==> src/rtl/ctrl_pkg.sv <==
// ctrl_pkg: shared types and defaults for the vector-multiplier step sequencer.
// Optional feature macro used by the controller: CTRL_STALL_CNT_EN.
package ctrl_pkg;

   // Sequencer phases: waiting for a start, stepping, finished and waiting to re-arm.
   typedef enum logic [1:0] {
      S_IDLE = 2'd0,
      S_RUN  = 2'd1,
      S_DONE = 2'd2
   } state_e;

   localparam int CNT_W_DEF      = 5;
   localparam int MAX_STATES_DEF = 24;

   // All-ones code of the given width; used as the not-running sentinel on state_count.
   function automatic int unsigned idle_code(input int unsigned width);
      return (32'd1 << width) - 32'd1;
   endfunction

endpackage

==> src/rtl/ctrl_sat_counter.sv <==
// ctrl_sat_counter: saturating up-counter with synchronous clear.
// Instantiated by ctrl_seq_controller only when CTRL_STALL_CNT_EN is defined.
module ctrl_sat_counter #(
   parameter int WIDTH = 16
) (
   input  logic             clk,
   input  logic             rstn,
   input  logic             inc,
   input  logic             clr,
   output logic [WIDTH-1:0] count
);

   logic [WIDTH-1:0] count_q;

   // Count increments, sticking at all-ones; clear has priority over increment.
   always_ff @(posedge clk) begin
      if (!rstn) begin
         count_q <= '0;
      end else if (clr) begin
         count_q <= '0;
      end else if (inc && (count_q != '1)) begin
         count_q <= count_q + 1'b1;
      end
   end

   assign count = count_q;

endmodule

==> src/rtl/ctrl_seq_controller.sv <==
// ctrl_seq_controller: step sequencer issuing state_count 0..last, one step per
// non-stalled cycle, with run-time length, one-shot or loop mode, stall and abort.
// Optional feature macro: CTRL_STALL_CNT_EN adds a saturating stall_cycles output.
//
// Handshake: start is a request sampled only in IDLE or DONE; it is accepted on
// the edge where it is seen high (and abort is low), and index 0 appears right
// after that edge. Completion is signalled by end_signal (level, held in DONE
// until the next accepted start or an abort) plus a one-cycle done_pulse on
// entry to DONE. start in RUN is ignored; abort always wins over start.
module ctrl_seq_controller
   import ctrl_pkg::*;
#(
   parameter int CNT_W      = CNT_W_DEF,
   parameter int MAX_STATES = MAX_STATES_DEF
) (
   input  logic             clk,
   input  logic             rstn,
   input  logic             start,
   input  logic [CNT_W-1:0] cfg_last,
   input  logic             loop_mode,
   input  logic             stall,
   input  logic             abort,
   output logic [CNT_W-1:0] state_count,
   output logic             busy,
   output logic             end_signal,
   output logic             done_pulse,
   output logic             wrap_pulse,
`ifdef CTRL_STALL_CNT_EN
   output logic [15:0]      stall_cycles,
`endif
   output logic [1:0]       dbg_state
);

   // Sequence length must fit below the sentinel code.
   if ((MAX_STATES < 1) || (MAX_STATES > (2 ** CNT_W) - 1)) begin : g_param_check
      $error("ctrl_seq_controller: MAX_STATES must be in 1 .. 2**CNT_W-1");
   end

   localparam logic [CNT_W-1:0] IDLE_CODE = CNT_W'(idle_code(CNT_W));
   localparam logic [CNT_W-1:0] LAST_MAX  = CNT_W'(MAX_STATES - 1);

   state_e           state_q;
   logic [CNT_W-1:0] cnt_q;
   logic [CNT_W-1:0] last_q;
   logic [CNT_W-1:0] last_d;
   logic             loop_q;
   logic             busy_q;
   logic             end_q;
   logic             done_q;
   logic             wrap_q;
   logic             start_ok;

   // Requested last index clamped to the longest supported sequence.
   assign last_d   = (cfg_last > LAST_MAX) ? LAST_MAX : cfg_last;

   // A start is taken only from IDLE/DONE and only when not overridden by abort.
   assign start_ok = start && !abort && (state_q != S_RUN);

   // Sequencer FSM and step counter; all outputs registered, pulses default low.
   always_ff @(posedge clk) begin
      done_q <= 1'b0;
      wrap_q <= 1'b0;
      if (!rstn) begin
         state_q <= S_IDLE;
         cnt_q   <= IDLE_CODE;
         last_q  <= '0;
         loop_q  <= 1'b0;
         busy_q  <= 1'b0;
         end_q   <= 1'b0;
      end else if (abort) begin
         state_q <= S_IDLE;
         cnt_q   <= IDLE_CODE;
         busy_q  <= 1'b0;
         end_q   <= 1'b0;
      end else begin
         case (state_q)
            S_IDLE, S_DONE: begin
               if (start) begin
                  state_q <= S_RUN;
                  cnt_q   <= '0;
                  last_q  <= last_d;
                  loop_q  <= loop_mode;
                  busy_q  <= 1'b1;
                  end_q   <= 1'b0;
               end
            end
            S_RUN: begin
               if (!stall) begin
                  if (cnt_q != last_q) begin
                     cnt_q <= cnt_q + 1'b1;
                  end else if (loop_q) begin
                     cnt_q  <= '0;
                     wrap_q <= 1'b1;
                  end else begin
                     state_q <= S_DONE;
                     cnt_q   <= IDLE_CODE;
                     busy_q  <= 1'b0;
                     end_q   <= 1'b1;
                     done_q  <= 1'b1;
                  end
               end
            end
            default: begin
               state_q <= S_IDLE;
               cnt_q   <= IDLE_CODE;
               busy_q  <= 1'b0;
               end_q   <= 1'b0;
            end
         endcase
      end
   end

   assign state_count = cnt_q;
   assign busy        = busy_q;
   assign end_signal  = end_q;
   assign done_pulse  = done_q;
   assign wrap_pulse  = wrap_q;
   assign dbg_state   = state_q;

`ifdef CTRL_STALL_CNT_EN
   // Stalled RUN cycles of the current sequence; restarts on each accepted start.
   ctrl_sat_counter #(
      .WIDTH (16)
   ) u_stall_cnt (
      .clk   (clk),
      .rstn  (rstn),
      .inc   (busy_q && stall && !abort),
      .clr   (start_ok),
      .count (stall_cycles)
   );
`else
   // Stall statistics not built in this configuration.
`endif

endmodule

==> config.mk <==
export PLATFORM = sky130hd
export DESIGN_NAME = ctrl_seq_controller
export DESIGN_NICKNAME = d
export VERILOG_FILES = /design/src/rtl/ctrl_pkg.sv /design/src/rtl/ctrl_sat_counter.sv /design/src/rtl/ctrl_seq_controller.sv
export SDC_FILE = /design/constraint.sdc
export NUM_CORES = 1
export LEC_CHECK = 0
export CORE_MARGIN = 4
export CORE_UTILIZATION = 53
export CTS_BUF_LIST = sky130_fd_sc_hd__clkbuf_8
export DETAILED_ROUTE_END_ITERATION = 7
export HOLD_SLACK_MARGIN = 0.1
export PLACE_DENSITY_LB_ADDON = 0.25
export REMOVE_ABC_BUFFERS = 1
export SYNTH_ARGS = -nofsm -noshare
export SYNTH_HDL_FRONTEND = slang
export SYNTH_SLANG_ARGS = --single-unit
==> constraint.sdc <==
create_clock -name clk -period 2.25 [get_ports clk]
set_input_delay 0.45 -clock clk [delete_from_list [all_inputs] [get_ports clk]]
set_output_delay 0.45 -clock clk [all_outputs]
set_load 0.01 [all_outputs]
# [Word-level counts from Yosys, hierarchy flattened]
# Index checks and enable logic that the tools add are counted.
[totals] reg_bits=17 input_bits=11 output_inout_bits=11
[classes] addsub=1 magnitude_cmp=1 eq_ne=7 n_mux=23 n_bitwise=3 n_reduce_logical=7
[op_table] operator="two-way mux 5 bit" n=5
[op_table] operator="two-way mux 1 bit" n=10
[op_table] operator="case mux 5 bit (2 select lines)" n=1
[op_table] operator="two-way mux 2 bit" n=4
[op_table] operator="inequality test 2 bit, second input constant" n=4
[op_table] operator="adder 5 x 1 -> 5 bit, second input constant" n=1
[op_table] operator="> comparator 5 bit, second input constant" n=1
[op_table] operator="inequality test 5 bit" n=1
[op_table] operator="OR reduction 5 bit" n=1
[op_table] operator="case mux 1 bit (2 select lines)" n=2
[op_table] operator="case mux 2 bit (2 select lines)" n=1
[op_table] operator="AND reduction 4 bit" n=1
[op_table] operator="OR reduction 2 bit" n=2
[op_table] operator="NOT 1 bit" n=3
[op_table] operator="AND reduction 3 bit" n=1
[op_table] operator="== test 2 x 1 -> 1 bit, second input constant" n=1
[op_table] operator="== test 2 bit, second input constant" n=1
[op_table] operator="logical NOT 2 bit" n=1
[op_table] operator="AND reduction 2 bit" n=1

# [Longest topological paths before layout]
[depth] ltp_word=4 ltp_mapped=6

# [Worst setup path after synthesis]
# OpenSTA, ideal clock, no wires.
[synth_timing] kind="input to register" startpoint="in abort" endpoint="reg cnt_q[3], in the netlist state_count[3]" arrival_ns=1.513 slack_ns=0.613 cell_stages=6 cell_sequence="nand2b_1 buf_6 nor2_8 or4b_4 a31oi_1 o22ai_1"
[synth_between] elab_chain_cells=1
[synth_lines] item="start, declared" line_no="ctrl_seq_controller.sv:22" rtl="input logic abort,"
[synth_lines] item="OR reduction 2 bit (no source line)"
[synth_lines] item="end signal, assigned" line_no="ctrl_seq_controller.sv:90" rtl="cnt_q <= cnt_q + 1'b1;"
[synth_lines] item="end, declared" line_no="ctrl_seq_controller.sv:43" rtl="logic [CNT_W-1:0] cnt_q;"
# Every way passes these cells.
# A chain may end at the register's enable or synchronous reset.

# [Worst setup path after layout]
[layout_timing] startpoint="reg state_q[1], in the netlist dbg_state[1]" endpoint="out dbg_state[1]"
[layout_rtl] item="start, declared" line_no="ctrl_seq_controller.sv:42" rtl="state_e state_q;"
[layout_rtl] item="start signal, assigned" line_no="ctrl_seq_controller.sv:64" rtl="state_q <= S_IDLE;"
[layout_rtl] item="start signal, assigned" line_no="ctrl_seq_controller.sv:71" rtl="state_q <= S_IDLE;"
[layout_rtl] item="start signal, assigned" line_no="ctrl_seq_controller.sv:79" rtl="state_q <= S_RUN;"
[layout_rtl] item="end, declared" line_no="ctrl_seq_controller.sv:31" rtl="output logic [1:0] dbg_state"
# No word-level cell between the ends.

==> results.sh <==
export IMPL_status="complete, no violations"
export IMPL_finalHoldViolCount=0
export IMPL_start_util_pct=57.22
export IMPL_grt_pass1_vias=765
export IMPL_r2r_end="state_count[3]$_SDFFE_PP1P_"
export IMPL_yosysSeqAreaShare_pct=39.02
export IMPL_grt_pass1_wl_mm=3.346
export IMPL_whs_ns=0.5160
export IMPL_use_met3_pct=3.988
export IMPL_clock_latency_ns=0.25
export IMPL_post_route_period_util_pct=85.11
export IMPL_synth_compound_area_share_pct=23.82
export IMPL_synth_area_leader_cell="dfxtp_1"
export IMPL_cts_made_buffers=3
export IMPL_fin_nets=140
export IMPL_whs_endpoint="end_signal$_SDFFE_PP0P_"
export IMPL_core_mm2=0.001524
export IMPL_vias_per_cell=5.860
export IMPL_fin_setup_tns_ns=0
export IMPL_slew_violations=0
export IMPL_die_w_um=48.57
export IMPL_synth_mux_area_share_pct=2.296
export IMPL_grt_busiest_layer="met2"
export IMPL_tightest_slew_ns=0.5418
export IMPL_areaGrowthSynthToFinish_pct=33.29
export IMPL_grt_ovfl_total=0
export IMPL_die_h_um=48.57
export IMPL_synth_top_cell_area_share_pct=39.02
export IMPL_cpPeakStageDelay_ns=0.62
export IMPL_power_static_leakage_uw=0.0004829
export IMPL_synth_cell_types=30
export IMPL_placementRows=14
export IMPL_rrSetupSlack_ns=0.51
export IMPL_gp_congestion=0.8925
export IMPL_vias=838
export IMPL_drc=0
export IMPL_crit_chain="clkdlybuf4s50_1"
export IMPL_ant_nets=0
export IMPL_clkSinkCount=17
export IMPL_critical_path_top_delay_family="buffers and inverters"
export IMPL_drt_pass1_iter_count=4
export IMPL_h_tree_depth=1
export IMPL_ir_drop_uv=442.9
export IMPL_cp_end_kind="primary output"
export IMPL_met1_usage_pct=21.95
export IMPL_synthArstFlopShare_pct=0
export IMPL_io_buffers=21
export IMPL_crit_arrival_ns=1.46
export IMPL_ys_ff_latch=17
export IMPL_hold_buffers=0
export IMPL_hpwl_mm=1.512
export IMPL_post_cts_resized=0
export IMPL_skew_ns=0.005795
export IMPL_routed_wl_mm=2.089
export IMPL_worstPathRequired_ns=1.80
export IMPL_die_area_mm2=0.002359
export IMPL_antenna_cells=0
export IMPL_syn_inst=100
export IMPL_timing_critical_path_buf_inv=1
export IMPL_r2r_start="state_count[1]$_SDFFE_PP1P_"
export IMPL_relSlewSlack_pct=63.55
export IMPL_clockBufferDepth=2
export IMPL_slowest_stage="clkdlybuf4s50_1"
export IMPL_synth_top_family_by_area="compound AO/OA/AOI/OAI gates"
export IMPL_synthXorXnorAreaFrac_pct=6.026
export IMPL_wl_per_cell_um=14.61
export IMPL_grt_max_degree=13
export IMPL_drv_cap=0
export IMPL_yosysWarnings=0
export IMPL_holdPathStages=1
export IMPL_ys_flop_type="dfxtp_1"
export IMPL_min_path_type="register to register"
export IMPL_rsz0062_at_grt="false"
export IMPL_hold_start="end_signal$_SDFFE_PP0P_"
export IMPL_cts_root_buf="clkbuf_8"
export IMPL_grt_usage_pct=17.61
export IMPL_synthAdderAreaFrac_pct=1.435
export IMPL_nFillCells=116
export IMPL_tritoncts="built"
export IMPL_r2r_cells=5
export IMPL_max_freq_mhz=522.2
export IMPL_critPathLaunchType="register"
export IMPL_synth_simple_area_share_pct=23.39
export IMPL_crit_fanout=9
export IMPL_setup_viol=0
export IMPL_post_cts_setup_buffer_count=0
export IMPL_drt_iter0_drc=42
export IMPL_antenna_found_initial=0
export IMPL_synth_edf_count=0
export IMPL_syn_avg_cell_area_um2=8.721
export IMPL_setup_worst_path_class="register to primary output"
export IMPL_drive_gt1_share_pct=7.874
export IMPL_io_pins=22
export IMPL_min_period_ns=1.915
export IMPL_power_density_mw_per_mm2=613.1
export IMPL_met2_usage_pct=28.91
export IMPL_synth_area_um2=872.1
export IMPL_clkTransAtPathRegs_ns=0.07
export IMPL_synth_area_leaders="dfxtp_1 39%, a21oi_1 6.3%, xnor2_1 6.0%"
[synthesized netlist by cell type, types with 2 or more instances]
cell / n
nor4b_1: 2
xnor2_1: 6
inv_1: 5
o211a_1: 4
o311ai_0: 2
a22oi_1: 2
nand2_1: 8
nand2b_1: 5
a21oi_1: 11
mux2i_1: 2
a31oi_1: 2
dfxtp_1: 17
a21boi_0: 2
nand3_1: 3
o21ai_0: 4
nor2b_1: 3
o22ai_1: 3
nor2_1: 7
[area by class of cell]
| class | instances | area, µm² | area share, % |
|---|---|---|---|
| multi-input combinational | 76 | 496.7 | 42.73 |
| clock inverter | 1 | 5.005 | 0.4306 |
| inverter | 5 | 18.77 | 1.615 |
| timing repair buffer | 25 | 240.2 | 20.67 |
| clock buffer | 3 | 41.29 | 3.552 |
| tap | 16 | 20.02 | 1.722 |
| sequential | 17 | 340.3 | 29.28 |
[how the worst max path moves through the flow]
stage                                          from                     endpoint  slack, ns  depth (start not counted)
final                     dbg_state[1]$_SDFFE_PP0P_                 dbg_state[1]       0.34                          1
after detailed placement                      abort  state_count[3]$_SDFFE_PP1P_       0.06                          6
after CTS                                     abort  state_count[3]$_SDFFE_PP1P_       0.33                          6
after global placement                        abort  state_count[4]$_SDFFE_PP1P_       0.15                          6
after floorplan                               abort  state_count[3]$_SDFFE_PP1P_       0.54                          5
after global routing      dbg_state[1]$_SDFFE_PP0P_                 dbg_state[1]       0.28                          1
[metal layers]
metal  vias up  wire length (µm)
li1        416                 -
met2        50               976
met4         0                30
met1       367               889
met3         5               193
met5         -                 0
[where the power goes]
group	switching, µW	leakage, µW	internal (µW)	total (µW)
sequential	23.2	0.000139	318	341
combinational	59.9	0.000318	76.4	136
clock	113	0.0000255	123	236
[logic make-up (layout without fill, tap and decap cells)]
logic type,after synthesis,count (layout)
AOI/OAI and AO/OA,32,32
xor gates and xnor gates,6,6
adders and majority gates,1,1
buffers and inverters,7,34
DFF,17,17
muxes,2,2
and+or+nand+nor,35,35
[stage by stage]
stage,cell area [µm²],power [µW],setup WS [ns],instances,util (%)
3_3_place_gp,1116,476.4,0.1474,139,73.23
3_5_place_dp,1116,481.3,0.05831,139,73.23
5_1_grt,1162,743.9,0.2753,143,76.27
6_report,1162,712.6,0.3350,143,76.27
2_1_floorplan,855.8,416.0,0.5403,98,-
4_1_cts,1162,706.2,0.3270,143,76.27
[state kept, by name, summed over array words and instances, names as in the netlist]
signal and cells:
last_q 5, state_count 5, dbg_state 2, busy 1, done_pulse 1, end_signal 1
loop_q 1, wrap_pulse 1
[cells in the final DEF, fill, tap and decap left out]
cell type / n
a211o_1: 1
a21boi_0: 2
a21oi_1: 11
a22oi_1: 2
a31oi_1: 2
buf_4: 4
clkbuf_8: 3
clkdlybuf4s50_1: 21
clkinv_2: 1
dfxtp_1: 17
ha_1: 1
inv_1: 5
mux2i_1: 2
nand2_1: 8
nand2b_1: 5
nand3_1: 3
nand3b_1: 1
nor2_1: 7
nor2_8: 1
nor2b_1: 3
nor3_1: 1
nor4_1: 1
nor4b_1: 2
o211a_1: 4
o21ai_0: 4
o21ai_1: 1
o22ai_1: 3
o311ai_0: 2
or2_1: 1
or3_1: 1
or4b_4: 1
xnor2_1: 6
(Power assumes the default switching activity.)
